$ cat config.mk
export PLATFORM = sky130hd
export DESIGN_NAME = timer_display
export DESIGN_NICKNAME = d
export VERILOG_FILES = /design/src/rtl/timer_pkg.sv /design/src/rtl/seg7_decode.sv /design/src/rtl/timer_display.sv
export SDC_FILE = /design/constraint.sdc
export NUM_CORES = 1
export LEC_CHECK = 0
export CAP_MARGIN = 20
export CORE_MARGIN = 3
export CORE_UTILIZATION = 53
export CTS_CLUSTER_SIZE = 16
export DETAILED_ROUTE_END_ITERATION = 10
export PLACE_DENSITY = 0.79
export SYNTH_ARGS = -nofsm -noshare
export SYNTH_HDL_FRONTEND = slang
export SYNTH_SLANG_ARGS = --single-unit
$ cat constraint.sdc
create_clock -name clk_i -period 2.3 [get_ports clk_i]
set_input_delay 0.69 -clock clk_i [delete_from_list [all_inputs] [get_ports clk_i]]
set_output_delay 0.69 -clock clk_i [all_outputs]
set_load 0.03 [all_outputs]
$ cat src/rtl/timer_pkg.sv
// Shared constants and types for the countdown timer display path.
// Latency: n/a (package only).
// Backpressure: n/a (package only).
package timer_pkg;

  // Active-low segment patterns, bit order {g,f,e,d,c,b,a}.
  localparam logic [6:0] SEG_0     = 7'b1000000;
  localparam logic [6:0] SEG_1     = 7'b1111001;
  localparam logic [6:0] SEG_2     = 7'b0100100;
  localparam logic [6:0] SEG_3     = 7'b0110000;
  localparam logic [6:0] SEG_4     = 7'b0011001;
  localparam logic [6:0] SEG_5     = 7'b0010010;
  localparam logic [6:0] SEG_6     = 7'b0000010;
  localparam logic [6:0] SEG_7     = 7'b1111000;
  localparam logic [6:0] SEG_8     = 7'b0000000;
  localparam logic [6:0] SEG_9     = 7'b0010000;
  localparam logic [6:0] SEG_BLANK = 7'b1111111;

  // Digit code that the decoder renders as all segments off.
  localparam logic [3:0] BLANK_CODE = 4'd15;

  // Digit slot index; slot 0 is the rightmost digit.
  typedef logic [1:0] digit_idx_t;

  localparam digit_idx_t IDX_SEC_ONES = 2'd0;
  localparam digit_idx_t IDX_SEC_TENS = 2'd1;
  localparam digit_idx_t IDX_MIN_ONES = 2'd2;
  localparam digit_idx_t IDX_MIN_TENS = 2'd3;

  // One-cold anode patterns (active-low anodes).
  localparam logic [3:0] AN_DIG0 = 4'b1110;
  localparam logic [3:0] AN_DIG1 = 4'b1101;
  localparam logic [3:0] AN_DIG2 = 4'b1011;
  localparam logic [3:0] AN_DIG3 = 4'b0111;
  localparam logic [3:0] AN_NONE = 4'b1111;

  // Tens/ones pair produced by the BCD split.
  typedef struct packed {
    logic [3:0] tens;
    logic [3:0] ones;
  } bcd_t;

  // Anode pattern that lights exactly the selected digit.
  function automatic logic [3:0] anode_for(input digit_idx_t idx);
    logic [3:0] an;
    case (idx)
      IDX_SEC_ONES: an = AN_DIG0;
      IDX_SEC_TENS: an = AN_DIG1;
      IDX_MIN_ONES: an = AN_DIG2;
      default:      an = AN_DIG3;
    endcase
    return an;
  endfunction

endpackage

$ cat src/rtl/seg7_decode.sv
// Maps a 4-bit digit code to active-low 7-segment drive; codes 10..15 are blank.
// Latency: combinational, zero cycles.
// Backpressure: none, pure function of the code input.
module seg7_decode (
  input  logic [3:0] code_i,
  output logic [6:0] seg_o
);
  import timer_pkg::*;

  // Lookup of the segment pattern for the selected code.
  always_comb begin
    seg_o = SEG_BLANK;
    case (code_i)
      4'd0:    seg_o = SEG_0;
      4'd1:    seg_o = SEG_1;
      4'd2:    seg_o = SEG_2;
      4'd3:    seg_o = SEG_3;
      4'd4:    seg_o = SEG_4;
      4'd5:    seg_o = SEG_5;
      4'd6:    seg_o = SEG_6;
      4'd7:    seg_o = SEG_7;
      4'd8:    seg_o = SEG_8;
      4'd9:    seg_o = SEG_9;
      default: seg_o = SEG_BLANK;
    endcase
  end

endmodule

$ cat src/rtl/timer_display.sv
// Filters MM:SS from the timer, splits to BCD and scans a 4-digit common-anode display; blinks at 00:00.
// Latency: input stable 2 edges -> shown, +1 edge -> digit regs, shown on the next slot that selects the digit.
// Backpressure: none; inputs are sampled every cycle and the display free-runs.
module timer_display #(
  parameter int unsigned REFRESH_DIV = 100000,
  parameter int unsigned BLINK_TICKS = 256
) (
  input  logic       clk_i,
  input  logic       reset_i,
  input  logic [5:0] sec_i,
  input  logic [5:0] min_i,
  output logic [3:0] an_o,
  output logic [6:0] seg_o,
  output logic       dp_o
);
  import timer_pkg::*;

  localparam int unsigned RW = (REFRESH_DIV > 1) ? $clog2(REFRESH_DIV) : 1;
  localparam int unsigned BW = (BLINK_TICKS > 1) ? $clog2(BLINK_TICKS) : 1;
  localparam logic [RW-1:0] REFRESH_LAST = RW'(REFRESH_DIV - 1);
  localparam logic [BW-1:0] BLINK_LAST   = BW'(BLINK_TICKS - 1);

  // Divide-free tens/ones split; the weighted compare/subtract chain
  // covers the full 0..63 input range (tens never exceeds 6).
  function automatic bcd_t bcd_split(input logic [5:0] value);
    logic [5:0] rem;
    logic [3:0] tens;
    bcd_t       res;
    rem  = value;
    tens = 4'd0;
    if (rem >= 6'd40) begin
      rem  = rem - 6'd40;
      tens = tens + 4'd4;
    end
    if (rem >= 6'd20) begin
      rem  = rem - 6'd20;
      tens = tens + 4'd2;
    end
    if (rem >= 6'd10) begin
      rem  = rem - 6'd10;
      tens = tens + 4'd1;
    end
    res.tens = tens;
    res.ones = 4'(rem);
    return res;
  endfunction

  // Input filter state.
  logic [11:0]      samp_q;
  logic [5:0]       shown_min_q, shown_min_d;
  logic [5:0]       shown_sec_q, shown_sec_d;

  // Per-digit codes, index 0 = seconds ones.
  logic [3:0][3:0]  digit_q, digit_d;
  bcd_t             sec_bcd, min_bcd;

  // Scan and blink state.
  logic [RW-1:0]    refresh_cnt_q, refresh_cnt_d;
  digit_idx_t       idx_q, idx_d;
  logic [BW-1:0]    blink_cnt_q, blink_cnt_d;
  logic             blink_off_q, blink_off_d;
  logic             wrap;
  logic             expired_d;
  logic             slot_load;

  // Registered display drive.
  logic [3:0]       an_q, an_d;
  logic [6:0]       seg_q, seg_d;
  logic             dp_q, dp_d;
  logic [6:0]       dec_seg;

  // Accept a new value only when it matches last cycle's sample, so a
  // one-cycle glitch from the slow domain never reaches the display.
  always_comb begin
    shown_min_d = shown_min_q;
    shown_sec_d = shown_sec_q;
    if ({min_i, sec_i} == samp_q) begin
      shown_min_d = min_i;
      shown_sec_d = sec_i;
    end
  end

  // Split the accepted value into digit codes; a zero minutes-tens is blanked.
  always_comb begin
    sec_bcd    = bcd_split(shown_sec_q);
    min_bcd    = bcd_split(shown_min_q);
    digit_d[0] = sec_bcd.ones;
    digit_d[1] = sec_bcd.tens;
    digit_d[2] = min_bcd.ones;
    digit_d[3] = (min_bcd.tens == 4'd0) ? BLANK_CODE : min_bcd.tens;
  end

  // Slot timer: idx moves on the cycle the refresh counter wraps.
  always_comb begin
    wrap          = (refresh_cnt_q == REFRESH_LAST);
    refresh_cnt_d = wrap ? '0 : refresh_cnt_q + 1'b1;
    idx_d         = wrap ? idx_q + 2'd1 : idx_q;
  end

  // Blink phase. Expiry is judged on the value being loaded into shown_*,
  // so leaving 00:00 clears the blink state on the same edge as the update.
  always_comb begin
    expired_d   = (shown_min_d == 6'd0) && (shown_sec_d == 6'd0);
    blink_cnt_d = blink_cnt_q;
    blink_off_d = blink_off_q;
    if (!expired_d) begin
      blink_cnt_d = '0;
      blink_off_d = 1'b0;
    end else if (wrap) begin
      if (blink_cnt_q == BLINK_LAST) begin
        blink_cnt_d = '0;
        blink_off_d = ~blink_off_q;
      end else begin
        blink_cnt_d = blink_cnt_q + 1'b1;
      end
    end
  end

  seg7_decode u_seg7_decode (
    .code_i (digit_q[idx_q]),
    .seg_o  (dec_seg)
  );

  // Render a slot once, on its first cycle; the rest of the slot holds it so
  // a mid-slot change waits for the next slot that selects that digit.
  always_comb begin
    slot_load = (refresh_cnt_q == '0);
    an_d      = an_q;
    seg_d     = seg_q;
    dp_d      = dp_q;
    if (slot_load) begin
      if (blink_off_q) begin
        an_d  = AN_NONE;
        seg_d = SEG_BLANK;
        dp_d  = 1'b1;
      end else begin
        an_d  = anode_for(idx_q);
        seg_d = dec_seg;
        dp_d  = (idx_q != IDX_MIN_ONES);
      end
    end
  end

  // State and output registers with synchronous reset.
  always_ff @(posedge clk_i) begin
    if (reset_i) begin
      samp_q        <= '0;
      shown_min_q   <= '0;
      shown_sec_q   <= '0;
      digit_q       <= {BLANK_CODE, 4'd0, 4'd0, 4'd0};
      refresh_cnt_q <= '0;
      idx_q         <= IDX_SEC_ONES;
      blink_cnt_q   <= '0;
      blink_off_q   <= 1'b0;
      an_q          <= AN_NONE;
      seg_q         <= SEG_BLANK;
      dp_q          <= 1'b1;
    end else begin
      samp_q        <= {min_i, sec_i};
      shown_min_q   <= shown_min_d;
      shown_sec_q   <= shown_sec_d;
      digit_q       <= digit_d;
      refresh_cnt_q <= refresh_cnt_d;
      idx_q         <= idx_d;
      blink_cnt_q   <= blink_cnt_d;
      blink_off_q   <= blink_off_d;
      an_q          <= an_d;
      seg_q         <= seg_d;
      dp_q          <= dp_d;
    end
  end

  assign an_o  = an_q;
  assign seg_o = seg_q;
  assign dp_o  = dp_q;

endmodule

# == Word level (Yosys, flattened, before mapping) ==
# Memory sizes are Yosys's and may differ from the RTL's.
# Cells that the tools add are included.
# W data, S select, Z words.
# totals
register_bits,80
latch_bits,0
ramBits,0
romBits,112
inputBits,14
output_inout_bits,12
word_cells,74
n_memories,1
# memory_table
memory,words,width,read_ports,rd_clocked_by_memory_dff,wr,line,rtl
(name not given),16,7,1,0,0,seg7_decode.sv:13,case (code_i)
# classes
add_sub_neg,13
n_mul,0
div_mod_pow,0
order_cmp,7
eq_ne,6
shift,0
mux,21
bitwise,2
reduce_logical,10
# op_table
operator,n
$mux W6,6
$mux W4,8
$add A17 B1 Y17 const B,1
$eq A17 B17 Y1 const B,1
$logic_not A17 Y1,1
$eq A12 B12 Y1,1
$ge A6 B4 Y1 const B,2
$ge A6 B5 Y1 const B,2
$ge A6 B6 Y1 const B,2
$logic_not A6 Y1,2
$pmux W4 S3,1
$sub A6 B5 Y6 const B,2
$sub A6 B6 Y6 const B,2
$add A4 B1 Y4 const B,2
$add A4 B2 Y4 const B,2
$add A8 B1 Y8 const B,1
$bmux W4 S2,1
$eq A8 B8 Y1 const B,1
$mux W8,1
$sub A4 B4 Y4 const B,2
$mux W7,1
$mux W3,2
$reduce_or A2 Y1,3
$logic_not A4 Y1,1
10 further kinds,11

# == Logic depth before layout (Yosys ltp) ==
# Gate-level depths: netlist of run 1.
# depth
word_depth,8
ltp_mapped,11
ltp_nobuf,10

# == Cells and area by module ==
# A second synthesis of run 1 with hierarchy kept.
# unflattened
hier_cells,463
area_unflattened_um2,4027.6
# modules_own_cells
mod,instances,cells_per_inst,area_each_um2,seq_area_each_um2
timer_display,1,430,3817.4,1561.5
seg7_decode,1,33,210.2,0.0

# == Least setup slack after synthesis of run 1 ==
# Ideal clock, no wire load.
# synth_path
path_kind,register to register
startpoint,register shown_min_q[3]
endpoint,register digit_q[11] (netlist name)
setup_time_ns,0.074
arrival_ns,2.240
required_ns,2.226
setup_slack_ns,-0.014
path_stages_with_launch,11
path_buffers,1
synth_period_minus_slack_ns,2.314
cell_sequence,dfxtp_1 clkbuf_1 inv_1 ha_1 nand2_1 a21oi_1 a211oi_1 xnor2_1 ha_1 or3_1 a31oi_1
# synth_via
elab_chain_cells,6
elab_cells_between_ends,9
classes_between,3 x add/sub; 3 x order compare; 3 x mux
# synth_lines
item,line,rtl
from (decl),timer_display.sv:50,"logic [5:0] shown_min_q, shown_min_d;"
from (signal assigned),timer_display.sv:160,shown_min_q <= shown_min_d;
$sub A6 B6 Y6 or $ge A6 B6 Y1 (tied branches),"timer_display.sv:32, timer_display.sv:31",
$mux W6 (*),timer_display.sv:31,if (rem >= 6'd40) begin
$sub A6 B5 Y6 or $ge A6 B5 Y1 (tied branches),"timer_display.sv:36, timer_display.sv:35",
$mux W6 (*),timer_display.sv:35,if (rem >= 6'd20) begin
$ge A6 B4 Y1 or $sub A4 B4 Y4 (tied branches),"timer_display.sv:39, timer_display.sv:40",
$mux W4 (*),timer_display.sv:39,if (rem >= 6'd10) begin
to (signal assigned),timer_display.sv:150,"digit_q <= {BLANK_CODE, 4'd0, 4'd0, 4'd0};"
to (signal assigned),timer_display.sv:162,digit_q <= digit_d;
to (decl),timer_display.sv:54,"logic [3:0][3:0] digit_q, digit_d;"
# Every way passes the cells marked *; elsewhere a longest branch is shown, timed or not.
# A chain may end at the register's enable or synchronous reset.

# == Final worst setup path of run 1 ==
# layout_path
startpoint,register shown_sec_q[3]
endpoint,register digit_q[2] (netlist name)
# layout_via
elab_chain_cells,6
elab_cells_between_ends,9
classes_between,3 x add/sub; 3 x order compare; 3 x mux
# layout_lines
item,line,rtl
from (decl),timer_display.sv:51,"logic [5:0] shown_sec_q, shown_sec_d;"
from (signal assigned),timer_display.sv:161,shown_sec_q <= shown_sec_d;
$sub A6 B6 Y6 or $ge A6 B6 Y1 (tied branches),"timer_display.sv:32, timer_display.sv:31",
$mux W6 (*),timer_display.sv:31,
$sub A6 B5 Y6 or $ge A6 B5 Y1 (tied branches),"timer_display.sv:36, timer_display.sv:35",
$mux W6 (*),timer_display.sv:35,
$ge A6 B4 Y1 or $sub A4 B4 Y4 (tied branches),"timer_display.sv:39, timer_display.sv:40",
$mux W4 (*),timer_display.sv:39,
# Marked as above.

==> run summary, run 1 <==
The logs give 2410 ps for the data arrival time at the worst-slack endpoint and 5.12% for the met3 track utilization from global routing. STA puts the critical path data required time at 2540 ps. In the routed layout, each cell is associated on average with a via count of 5.22. The run gives 2 as the number of buffers on the longest clock path.

Minimum clock period: 2170 ps. In the post-synthesis netlist, the biggest area contributors are sky130_fd_sc_hd__dfxtp_1, sky130_fd_sc_hd__nor2_1, sky130_fd_sc_hd__xor2_1. IR analysis of the VDD net gives a maximum drop of 0.393 mV. Setup repair after global routing could not meet its margin everywhere.

In this run the number of cells on the critical path is 8. Layer with the highest usage after global routing: met2. The maximum fanout along the worst path was 5. The number of setup violations in the final report came out at 0. Summing over every cut layer, the via total after detailed routing is 3114. The number of cells traversed by the worst register-to-register path came out at 8. The classification of the worst-slack hold path is flip-flop to flip-flop. Measured along the x axis, the die boundary spans 92.5 um.

The max-capacitance violation count is 0. The critical path's top delay family was compound AO/OA/AOI/OAI gates. The total count of max-transition violations in the final report is 0, and the worst-margin pin slew is 626 ps.

Cells with a size suffix above 1 make up 13.2% of the layout. TritonCTS built the clock tree. The layout overhead on the synthesized area was 18.7%.

The number of synthesis warnings came out at 0. Area share of the largest cell type after synthesis: 39.3%. The average wire length per cell after detail routing was 12.7 um; the hold path depth was 1. For the number of remaining DRC errors, the log shows 0. The total power consumption of the routed design came out at 2.77 mW. The final standard cell count with taps included and fillers excluded is 597, and the final layout net count is 527. The sequential cell area fraction in the yosys report was 39.3%.

Walking the worst path, the cells encountered are inv_1 > ha_4 > or3b_1 > a21oi_1 > nor3_1 > a211o_1 > a21oi_2 > mux2_2. The final cycle utilization of the critical path works out to 94.5%. For this run, global-route usage on met1 was measured as 21.5%.

Across all register-to-register paths, the minimum setup slack is 130 ps. The CTS clock-pin slew for the worst setup and hold paths was 80 ps; the via count of the first global-routing pass was 3004. Before antenna repair, the detailed router went through 5 iterations.

The total power divided by cell area was 588 mW/mm^2; the global-route wire length before repair was 13.0 mm. For the standard-cell row count, the log shows 30. The worst setup path is captured at a flip-flop. Registers take 0.00156 sq mm. The tools report the number of diodes as 0.

The cell count after synthesis came out at 452. The standby leakage power was 1.93 nW. The biggest area consumer among synthesized cells is sky130_fd_sc_hd__dfxtp_1. The tools report the netlist area before placement as 0.00397 sq mm.

Clock tree synthesis found a total of 78 sinks. The initial DRC count was 111. Once the floorplan was initialized, standard cells occupied 56.5% of the core. The flow ran to the end, and the final reports show no timing, DRC or antenna violations. The met2 usage was 32.9%. Summed over all nets, the half-perimeter wirelength after detailed placement is 5.46 mm.

The antenna violation net count after detailed routing is 0, and the number of buffer and inverter instances along the worst setup path is 1. The total overflow left after global routing is 0. Counting every net in the synthesized netlist gives 483.

The pin count of the biggest net entering global routing was 39; the highest attainable clock frequency was 0.460 GHz. Top-level I/O count: 26. STA classifies the critical path startpoint as a flip-flop.

After floorplanning, the core was sized to cover 0.00702 sq mm. Buffers placed on the I/O ports in this run total 25. Fill cells in the final layout number 559.

The number of antenna violations at the first check in global routing came out at 0. The die height is 92.5 um, and the hold violation count in the final report is 0. The clock arrives with 11.4 ps of skew. The number of clock buffers added by TritonCTS is 9. The critical path's largest stage delay is 350 ps. The worst setup path is of the flip-flop to flip-flop kind. Master of the slowest instance on the critical path: sky130_fd_sc_hd__mux2_2. The tools report the area of the die as 0.00856 sq mm. The synthesized design contains 78 register bits.

In this run the clock root is driven by a sky130_fd_sc_hd__clkbuf_8. Once placement completed, the tool counted placed cells totaling 580. Averaged over all synthesized cells, the footprint is 8.78 sq um. Measured against its own limit, the worst slew margin works out to 57.7%. The number of distinct library cell variants in the gate-level netlist after synthesis was 49; the total routed wirelength was 7.58 mm. The logs give 0.00224 sq mm for the area occupied by multi-input gates and 3 for the number of H-tree branching levels. The latest clock arrival within the worst-skew pair is 350 ps, and the last weighted congestion value of the routability-driven placer is 0.809.

The run gives 18.6% as the overall track demand over capacity in global routing.
==> worst register-to-register path, stage by stage (launching register included) <==
cell,delay (ps)
sky130_fd_sc_hd__dfxtp_2,320
sky130_fd_sc_hd__inv_1,140
sky130_fd_sc_hd__ha_4,240
sky130_fd_sc_hd__or3b_1,340
sky130_fd_sc_hd__a21oi_1,140
sky130_fd_sc_hd__nor3_1,70
sky130_fd_sc_hd__a211o_1,280
sky130_fd_sc_hd__a21oi_2,180
sky130_fd_sc_hd__mux2_2,350
==> routing by layer <==
metal | up-vias | wire [um]
met5 | - | 0
met4 | 0 | 86
met3 | 7 | 266
met2 | 44 | 3800
met1 | 1436 | 3430
li1 | 1627 | -
==> final cells by class <==
cell class	instances	area share, %
Clock buffer	10	2.92
Sequential cell	78	33.2
Clock inverter	6	1.78
Timing Repair Buffer	55	10.4
Inverter	21	1.67
Multi-Input combinational cell	331	47.5
Tap cell	96	2.55
==> power by group <==
group / total (mW) / internal (mW) / leakage (nW) / switching (mW)
Combinational: 0.235 / 0.112 / 1.18 / 0.123
Clock: 1.14 / 0.639 / 0.116 / 0.497
Sequential: 1.40 / 1.38 / 0.636 / 0.0179
==> path summary, 6_finish.rpt <==
path / startpoint / end
worst max-delay path: shown_sec_q[3] / digit_q[2]
worst min-delay path: refresh_cnt_q[0] / refresh_cnt_q[0]
worst max register to register: shown_sec_q[3] / digit_q[2]
worst min register to register: refresh_cnt_q[0] / refresh_cnt_q[0]
==> cells in the mapped netlist (all sizes together) <==
| cell type | number |
|---|---|
| a31oi | 3 |
| nor3b | 2 |
| and3 | 5 |
| mux2i | 20 |
| o41ai | 1 |
| o41a | 1 |
| or3 | 4 |
| nand2b | 11 |
| nor2 | 70 |
| a211oi | 4 |
| o21a | 1 |
| a21oi | 21 |
| inv | 21 |
| and2 | 6 |
| a221oi | 1 |
| nand3b | 7 |
| clkbuf | 12 |
| a211o | 2 |
| o311ai | 1 |
| or4 | 1 |
| nand4 | 10 |
| nand4b | 1 |
| nor3 | 6 |
| o21bai | 3 |
| or3b | 1 |
| ha | 17 |
| nand2 | 18 |
| mux2 | 4 |
| a21o | 5 |
| or2 | 8 |
| xnor2 | 10 |
| and4 | 1 |
| buf | 10 |
| xor2 | 27 |
| nand3 | 12 |
| o21ai | 12 |
| o2bb2ai | 1 |
| o2111ai | 1 |
| nor2b | 19 |
| mux4 | 3 |
| nor4 | 11 |
| dfxtp | 78 |
==> placed cells by master (no fill, tap or decap), types with 5 or more instances in the layout <==
master and count:
sky130_fd_sc_hd__a21o_1 5, sky130_fd_sc_hd__a21oi_1 20, sky130_fd_sc_hd__and2_1 5, sky130_fd_sc_hd__and3_1 5
sky130_fd_sc_hd__buf_4 29, sky130_fd_sc_hd__clkbuf_8 10, sky130_fd_sc_hd__clkdlybuf4s50_1 25, sky130_fd_sc_hd__dfxtp_1 76
sky130_fd_sc_hd__ha_1 15, sky130_fd_sc_hd__inv_1 21, sky130_fd_sc_hd__mux2i_1 20, sky130_fd_sc_hd__nand2_1 18
sky130_fd_sc_hd__nand2b_1 10, sky130_fd_sc_hd__nand3_1 12, sky130_fd_sc_hd__nand3b_1 7, sky130_fd_sc_hd__nand4_1 10
sky130_fd_sc_hd__nor2_1 70, sky130_fd_sc_hd__nor2b_1 19, sky130_fd_sc_hd__nor3_1 6, sky130_fd_sc_hd__nor4_1 10
sky130_fd_sc_hd__o21ai_0 10, sky130_fd_sc_hd__or2_1 5, sky130_fd_sc_hd__xnor2_1 10, sky130_fd_sc_hd__xor2_1 27
==> registers in the layout, indices dropped and copies added, names as in the netlist <==
name and flops:
shown_sec_q 6, seg_o 7, refresh_cnt_q 17, an_o 4
digit_q 15, samp_q 12, idx_q 2, shown_min_q 6
blink_cnt_q 8, blink_off_q 1
==> logic make-up (layout without fill, tap and decap cells) <==
family	Yosys count	in the layout	synth area share [%]
AO/OA/AOI/OAI	57	57	8.92
XOR/XNOR	37	37	8.17
adder cells (fa/ha/maj)	17	17	5.36
buffers and inverters	43	92	4.98
flip-flops	78	78	39.3
multiplexers	27	27	8.07
AND/OR/NAND/NOR	193	193	25.2
==> metrics by stage <==
step	cell area (sq um)	setup TNS (ps)	setup WS (ps)	utilization, %	hold WS, ps
after floorplan	3970	0	36.0	-	437
after global placement	4450	-938	-128	63.5	452
after detailed placement	4450	-1390	-191	63.5	467
after CTS	4680	0	16.1	66.7	486
after global routing	4710	-12.1	-12.1	67.1	506
final	4710	0	127	67.1	483
==> what timing repair did <==
action,4_1_cts,5_1_grt
endpoints found under the setup margin,2,5
pin swaps,0,2
setup buffers,1,0
hold buffers,0,0
hold endpoints to repair,0,0
resized for setup,0,8
Note: power is estimated with default switching activity, not from simulation.
==> run 2, diff against run 1 <==
--- a/config.mk
+++ b/config.mk
@@ -11,6 +11,7 @@
 export CTS_CLUSTER_SIZE = 16
 export DETAILED_ROUTE_END_ITERATION = 10
 export PLACE_DENSITY = 0.79
+export SETUP_SLACK_MARGIN = 0.4
 export SYNTH_ARGS = -nofsm -noshare
 export SYNTH_HDL_FRONTEND = slang
 export SYNTH_SLANG_ARGS = --single-unit
==> run summary, run 2 (same netlist as run 1, synthesis figures left out) <==
The flow ran to the end, and the final reports show no timing, DRC or antenna violations. The pin count of the biggest net entering global routing came out at 55 (+41%). The worst-case headroom to the max-slew limit is 61.9% (+4.1 points).

The initial DRC count came out at 113 (+1.8%). The antenna violation net count after detailed routing was 0 (unchanged). For the number of remaining DRC errors, the log shows 0 (unchanged). The run gives 0.00448 sq mm (+0.48%) as the cell area after placement. The overall track demand over capacity in global routing is 18.8% (+0.16 points), and the initial standard-cell utilization of the core is 56.5% (unchanged). Final layout net count: 539 (+2.3%).

The critical path in this run is classified as flip-flop to flip-flop. The aggregate negative setup slack is 0 ps (unchanged). Die height: 92.5 um (unchanged).

The master of the slowest instance on the critical path was sky130_fd_sc_hd__dfxtp_4. Traced cell by cell, the critical path runs through inv_6 > ha_4 > or3b_1 > a21oi_1 > nor3_1 > a211o_1 > a21oi_2 > mux2_4. The number of sinks on the clock net is 78 (unchanged). For the sum of overflow across all layers after global routing, the log shows 0 (unchanged). The run gives 10.8 ps (-0.675 ps) as the worst setup skew after layout. The ratio of routed vias to standard cells is 5.34 (+2.3%). The total CTS buffers is 9 (unchanged), and the data arrival time at the worst-slack endpoint is 2370 ps (-40 ps). The worst setup path is captured at a flip-flop. The layout overhead on the synthesized area was 25.7%. The standby leakage power was 2.04 nW (+5.4%); the final cycle utilization of the critical path was 93.2% (-1.3 points). The maximum fanout along the worst path was 5 (unchanged). The standard-cell row count is 30 (unchanged), and the highest ir drop seen on vdd is 0.431 mV (+9.8%).

For the max-capacitance violation count, the log shows 0 (unchanged). Leaving out fill and tap cells, the most frequent cell in the layout is sky130_fd_sc_hd__dfxtp_1. The largest registers in the layout are refresh_cnt_q (17), digit_q (15), samp_q (12).

Worst-margin pin slew: 565 ps (-60.8 ps). The latest clock arrival within the worst-skew pair is 340 ps (about the same). The last weighted congestion value of the routability-driven placer is 0.852 (+5.3%).

Launching element type of the critical path: a flip-flop. For the top-level I/O count, the log shows 26 (unchanged). The number of hold-repair buffers added at the cts stage is 0 (unchanged), and the number of setup violations in the final report is 0 (unchanged). The number of H-tree branching levels is 3 (unchanged). In this run the clock root is driven by a sky130_fd_sc_hd__clkbuf_8. The tools report the global-route wire length before repair as 13.0 mm (-0.42%). The quantity of I/O buffers inserted on ports was 25 (unchanged).

The tools report the design area as 0.00499 sq mm (+5.9%). TritonCTS built the clock tree. The required time of the worst setup path was 2530 ps (about the same); the number of flip-flops under the largest register name was 17 (unchanged). The number of search-and-repair iterations in the first detailed-routing pass is 4 (-1).

Fraction of final layout cells sized beyond drive strength 1: 23.6% (+10 points). Setup repair after global routing could not meet its margin everywhere. In the layout the commonest cells are sky130_fd_sc_hd__dfxtp_1, sky130_fd_sc_hd__nor2_1, sky130_fd_sc_hd__buf_4, sky130_fd_sc_hd__xor2_1, sky130_fd_sc_hd__mux2i_1. The final HPWL from detailed placement is 5.47 mm (+0.30%), and the average wire length per cell after detail routing is 13.5 um (+6.0%). The area of the core is 0.00702 sq mm (unchanged), and the hold violation count in the final report is 0 (unchanged).

The minimum clock period was 2140 ps (-30.1 ps); the number of antenna violations at the first check in global routing was 0 (unchanged). The classification of the worst-slack hold path is flip-flop to flip-flop. For the number of buffers on the longest clock path, the log shows 2 (unchanged).

The tools report the highest attainable clock frequency as 0.467 GHz (+1.4%). The run gives 0 (unchanged) as the total count of max-transition violations in the final report. The run gives 0 (unchanged) as the number of diodes. The area of the die is 0.00856 sq mm (unchanged). CTS clock-pin slew for the worst setup and hold paths: 80 ps (about the same).

The register with the most flip-flops in the final layout is refresh_cnt_q. The via count of the first global-routing pass is 2940 (-2.1%), and the width of the die is 92.5 um (unchanged). The total via count in the routed design is 3251 (+4.4%), and the total power divided by cell area is 554 mW/mm^2 (-5.7%). Critical path's largest stage delay: 390 ps (+40 ps).

The run gives 8.20 mm (+8.1%) as the total routed wirelength.
[run 2: cell count changes in the layout (fill, tap and decap cells not counted), sizes merged]
cell	delta
buf	+12
clkdlybuf4s50	-25
dlygate4sd2	+16
clkdlybuf4s15	+2
clkbuf	+8
clkinv	-1
[run 2: what timing repair did]
action,in CTS,in global routing
setup buffers,9,12
resized for setup,35,44
pin swaps,13,23
setup endpoints to repair,46,51
cloned,1,0
[run 2: path summary, 6_finish.rpt]
path                          from               end  slack, ps  depth (start not counted)
hold / removal    refresh_cnt_q[0]  refresh_cnt_q[0]        450                          1
setup reg to reg    shown_sec_q[3]        digit_q[2]        160                          8
hold reg to reg   refresh_cnt_q[0]  refresh_cnt_q[0]        450                          1
setup / recovery    shown_sec_q[3]        digit_q[2]        160                          8
[run 2: cell type report]
cell class                 count  area (sq um)
timing repair buffer          67           547
tap                           96           120
clock inverter                 5          78.8
multi-input combinational    331          2420
fill                         537          2030
inverter                      21          88.8
clock buffer                  11           151
sequential                    78          1580
[run 2: metrics by stage]
step	total power [mW]	std cells	hold WS (ps)	utilization [%]	setup WS [ps]
finish	2.77	609	446	71.1	157
global route	2.88	609	487	71.1	83.0
CTS	2.78	597	481	68.3	118
detailed placement	1.66	571	464	63.8	-168
global placement	1.66	571	450	63.8	-124
floorplan	1.56	452	437	-	255
[run 2: metal layers]
metal	share of wire (%)	vias to the layer above	GRT usage, %
met5	0	-	0
met4	1.7	0	7.43
met3	3.6	14	4.63
met2	52	68	32.7
met1	43	1523	22.0
li1	-	1646	-
[run 2: power by group]
group | switching (mW) | internal (mW) | leakage (nW)
clock network | 0.481 | 0.671 | 0.120
registers | 0.0180 | 1.38 | 0.639
logic | 0.125 | 0.0920 | 1.28
[run 2: worst max-delay path, delay by kind of cell (launching register included)]
family	cells	cell delay, ps
buffers and inverters	1	50
AND/OR/NAND/NOR	2	410
adder cells (fa/ha/maj)	1	250
multiplexers	1	320
AO/OA/AOI/OAI	3	620
flip-flops	1	390
==> run 3, diff against run 2 <==
--- a/config.mk
+++ b/config.mk
@@ -10,7 +10,9 @@
 export CORE_UTILIZATION = 53
 export CTS_CLUSTER_SIZE = 16
 export DETAILED_ROUTE_END_ITERATION = 10
+export GPL_TIMING_DRIVEN = 0
 export PLACE_DENSITY = 0.79
+export RECOVER_POWER = 100
 export SETUP_SLACK_MARGIN = 0.4
 export SYNTH_ARGS = -nofsm -noshare
 export SYNTH_HDL_FRONTEND = slang
==> run summary, run 3 (same netlist as run 1, synthesis figures left out) <==
The maximum fanout along the worst path works out to 4 (-1). The final layout net count was 554 (+2.8%); the sum of overflow across all layers after global routing was 0 (unchanged). The classification of the worst-slack hold path is flip-flop to flip-flop. The ratio of routed vias to standard cells was 5.49 (+2.9%).

Origin of the critical flop-to-flop path: idx_q[0]. The last weighted congestion value of the routability-driven placer was 0.861 (+1.1%). Top-level I/O count: 26 (unchanged). The hold violation count in the final report was 0 (unchanged); the data arrival time at the worst-slack endpoint was 2460 ps (+90 ps). For the max-capacitance violation count, the log shows 0 (unchanged). The minimum clock period is 2210 ps (+66.4 ps). The worst setup skew after layout is 11.4 ps (+0.632 ps), and the number of buffers on the longest clock path is 2 (unchanged). For the final HPWL from detailed placement, the log shows 5.60 mm (+2.3%). The global-route wire length before repair was 14.5 mm (+12%). The kind of critical path is flip-flop to flip-flop. For the worst-case headroom to the max-slew limit, the log shows 65.1% (+3.3 points).

refresh_cnt_q holds more flip-flops than any other register. The fraction of final layout cells sized beyond drive strength 1 was 23.7% (+0.087 points). Via count of the first global-routing pass: 3360 (+14%).

The worst setup path is captured at a flip-flop. The endpoint of the lowest-slack register-to-register path was seg_o[4]. The run gives 624 (+2.5%) as the final standard cell count with taps included and fillers excluded. The logs give 3 (unchanged) for the number of H-tree branching levels and 9 (unchanged) for the total CTS buffers.

The most frequent cell on the critical path is sky130_fd_sc_hd__mux2i_1. The run gives 78 (unchanged) as the number of sinks on the clock net. Number of search-and-repair iterations in the first detailed-routing pass: 4 (unchanged). For the initial DRC count, the log shows 95 (-16%). The die height was 92.5 um (unchanged). The run gives 0 (unchanged) as the number of setup violations in the final report. The latest clock arrival within the worst-skew pair is 350 ps (about the same).

The quantity of I/O buffers inserted on ports is 25 (unchanged), and the number of flip-flops under the largest register name is 17 (unchanged). The highest attainable clock frequency is 0.453 GHz (-3.0%). The cell sitting at the root of the clock tree is a sky130_fd_sc_hd__clkbuf_8. The number of diodes is 0 (unchanged).

The CTS clock-pin slew for the worst setup and hold paths came out at 80 ps (about the same). The largest registers in the layout are refresh_cnt_q (17), digit_q (15), samp_q (12). Broken down by cell family, the worst path's largest delay share belongs to multiplexers. Relative to the synthesized area, the layout overhead comes to 28.2%. The standard-cell row count came out at 30 (unchanged). The average wire length per cell after detail routing came out at 14.3 um (+6.6%).

The number of antenna violations at the first check in global routing was 0 (unchanged); the overall track demand over capacity in global routing was 20.8% (+2.1 points). Total via count in the routed design: 3427 (+5.4%). Total routed wirelength: 8.95 mm (+9.3%). The antenna violation net count after detailed routing was 0 (unchanged); the standby leakage power was 2.11 nW (+3.3%). The run gives 515 (-4.1%) as the total of fill cells in the finished design. Number of cells traversed by the worst register-to-register path: 10 (+2).

The post-placement cell count was 573 (+0.35%). Among all stages on the critical path, the largest delay is contributed by sky130_fd_sc_hd__mux4_2. TritonCTS built the clock tree.

The area of the core is 0.00702 sq mm (unchanged), and the total count of max-transition violations in the final report is 0 (unchanged). The tools report the critical path launch point as idx_q[0]. Setup repair after global routing could not meet its margin everywhere. The worst-margin pin slew is 523 ps (-41.8 ps), and the critical path's largest stage delay is 570 ps (+180 ps). The run gives 0.00157 sq mm (-0.48%) as the register area. The initial standard-cell utilization of the core came out at 56.5% (unchanged). The end of the critical path was seg_o[4]. The minimum hold slack is 491 ps (+44.9 ps).

The total power divided by cell area works out to 516 mW/mm^2 (-6.9%). The tools report the pin count of the biggest net entering global routing as 13 (-76%). The number of remaining DRC errors was 0 (unchanged); the design area was 0.00509 sq mm (+2.0%). The required time of the worst setup path came out at 2550 ps (+20 ps).

The tools report the launching element type of the critical path as a flip-flop. The total power consumption of the routed design is 2.63 mW (-5.0%), and the reg-to-reg setup timing slack is 90 ps (-70 ps). The number of buffer and inverter instances along the worst setup path is 3 (+2). Traced cell by cell, the critical path runs through buf_6 > mux4_2 > inv_4 > ha_4 > inv_1 > mux2i_1 > mux2i_1 > nor2_1 > a21oi_1 > or2_4. The cell area after placement is 0.00447 sq mm (-0.22%). The most common cell after layout, fill and taps aside is sky130_fd_sc_hd__dfxtp_1. The final cycle utilization of the critical path was 96.1% (+2.9 points). In the layout the commonest cells are sky130_fd_sc_hd__dfxtp_1, sky130_fd_sc_hd__nor2_1, sky130_fd_sc_hd__buf_4, sky130_fd_sc_hd__xor2_1, sky130_fd_sc_hd__mux2i_1.

The area occupied by multi-input gates was 0.00245 sq mm (+0.98%). The flow ran to the end, and the final reports show no timing, DRC or antenna violations. The area of the die came out at 0.00856 sq mm (unchanged). Width of the die: 92.5 um (unchanged). For the utilization after layout, the log shows 72.5% (+1.4 points). The highest ir drop seen on vdd was 0.475 mV (+10%); the count of cell instances traversed by the critical path was 10 (+2).
run 3: per-layer routing:
| layer | vias to the layer above | track usage (%) | routed length, um |
|---|---|---|---|
| met5 | - | 0 | 0 |
| met4 | 0 | 8.42 | 249 |
| met2 | 102 | 37.8 | 4530 |
| met1 | 1618 | 23.0 | 3730 |
| li1 | 1681 | - | - |
| met3 | 26 | 5.44 | 446 |
run 3: repair_timing:
| action | in CTS | in global routing |
|---|---|---|
| gates cloned | 0 | 1 |
| hold buffers | 0 | 0 |
| buffers inserted | 25 | 9 |
| setup endpoints to repair | 69 | 52 |
| pin swaps | 21 | 17 |
| endpoints found under the hold margin | 0 | 0 |
| gates resized for setup | 62 | 48 |
run 3: cell type report:
class                   instances  area share [%]
inverters                      21            1.79
flip-flops and latches         78            30.9
repair buffers                 60            9.76
clock buffers                  13            2.93
multi-input cells             331            48.1
well taps                      96            2.36
clock inverters                 3           0.861
plain buffers                  22            3.32
run 3: where the power goes:
group | total, mW | switching [mW] | internal (mW)
Clock | 1.01 | 0.478 | 0.533
Sequential | 1.40 | 0.0175 | 1.38
Combinational | 0.218 | 0.131 | 0.0869
Total | 2.63 | 0.627 | 2.00
run 3: worst min-delay path by stage:
| stage | slack (ps) | startpoint | depth (start not counted) | end |
|---|---|---|---|---|
| floorplan | 440 | refresh_cnt_q[0] | 1 | refresh_cnt_q[0] |
| global placement | 450 | refresh_cnt_q[0] | 1 | refresh_cnt_q[0] |
| detailed placement | 470 | refresh_cnt_q[0] | 1 | refresh_cnt_q[0] |
| CTS | 490 | refresh_cnt_q[0] | 1 | refresh_cnt_q[0] |
| global route | 520 | shown_min_q[0] | 1 | digit_q[8] |
| finish | 490 | refresh_cnt_q[0] | 1 | refresh_cnt_q[0] |
run 3: metrics by stage:
step	setup TNS, ps	setup slack, ps
6_report	0	90.8
5_1_grt	-9.32	-9.32
4_1_cts	0	183
3_5_place_dp	-12200	-434
3_3_place_gp	-11090	-412
2_1_floorplan	0	255
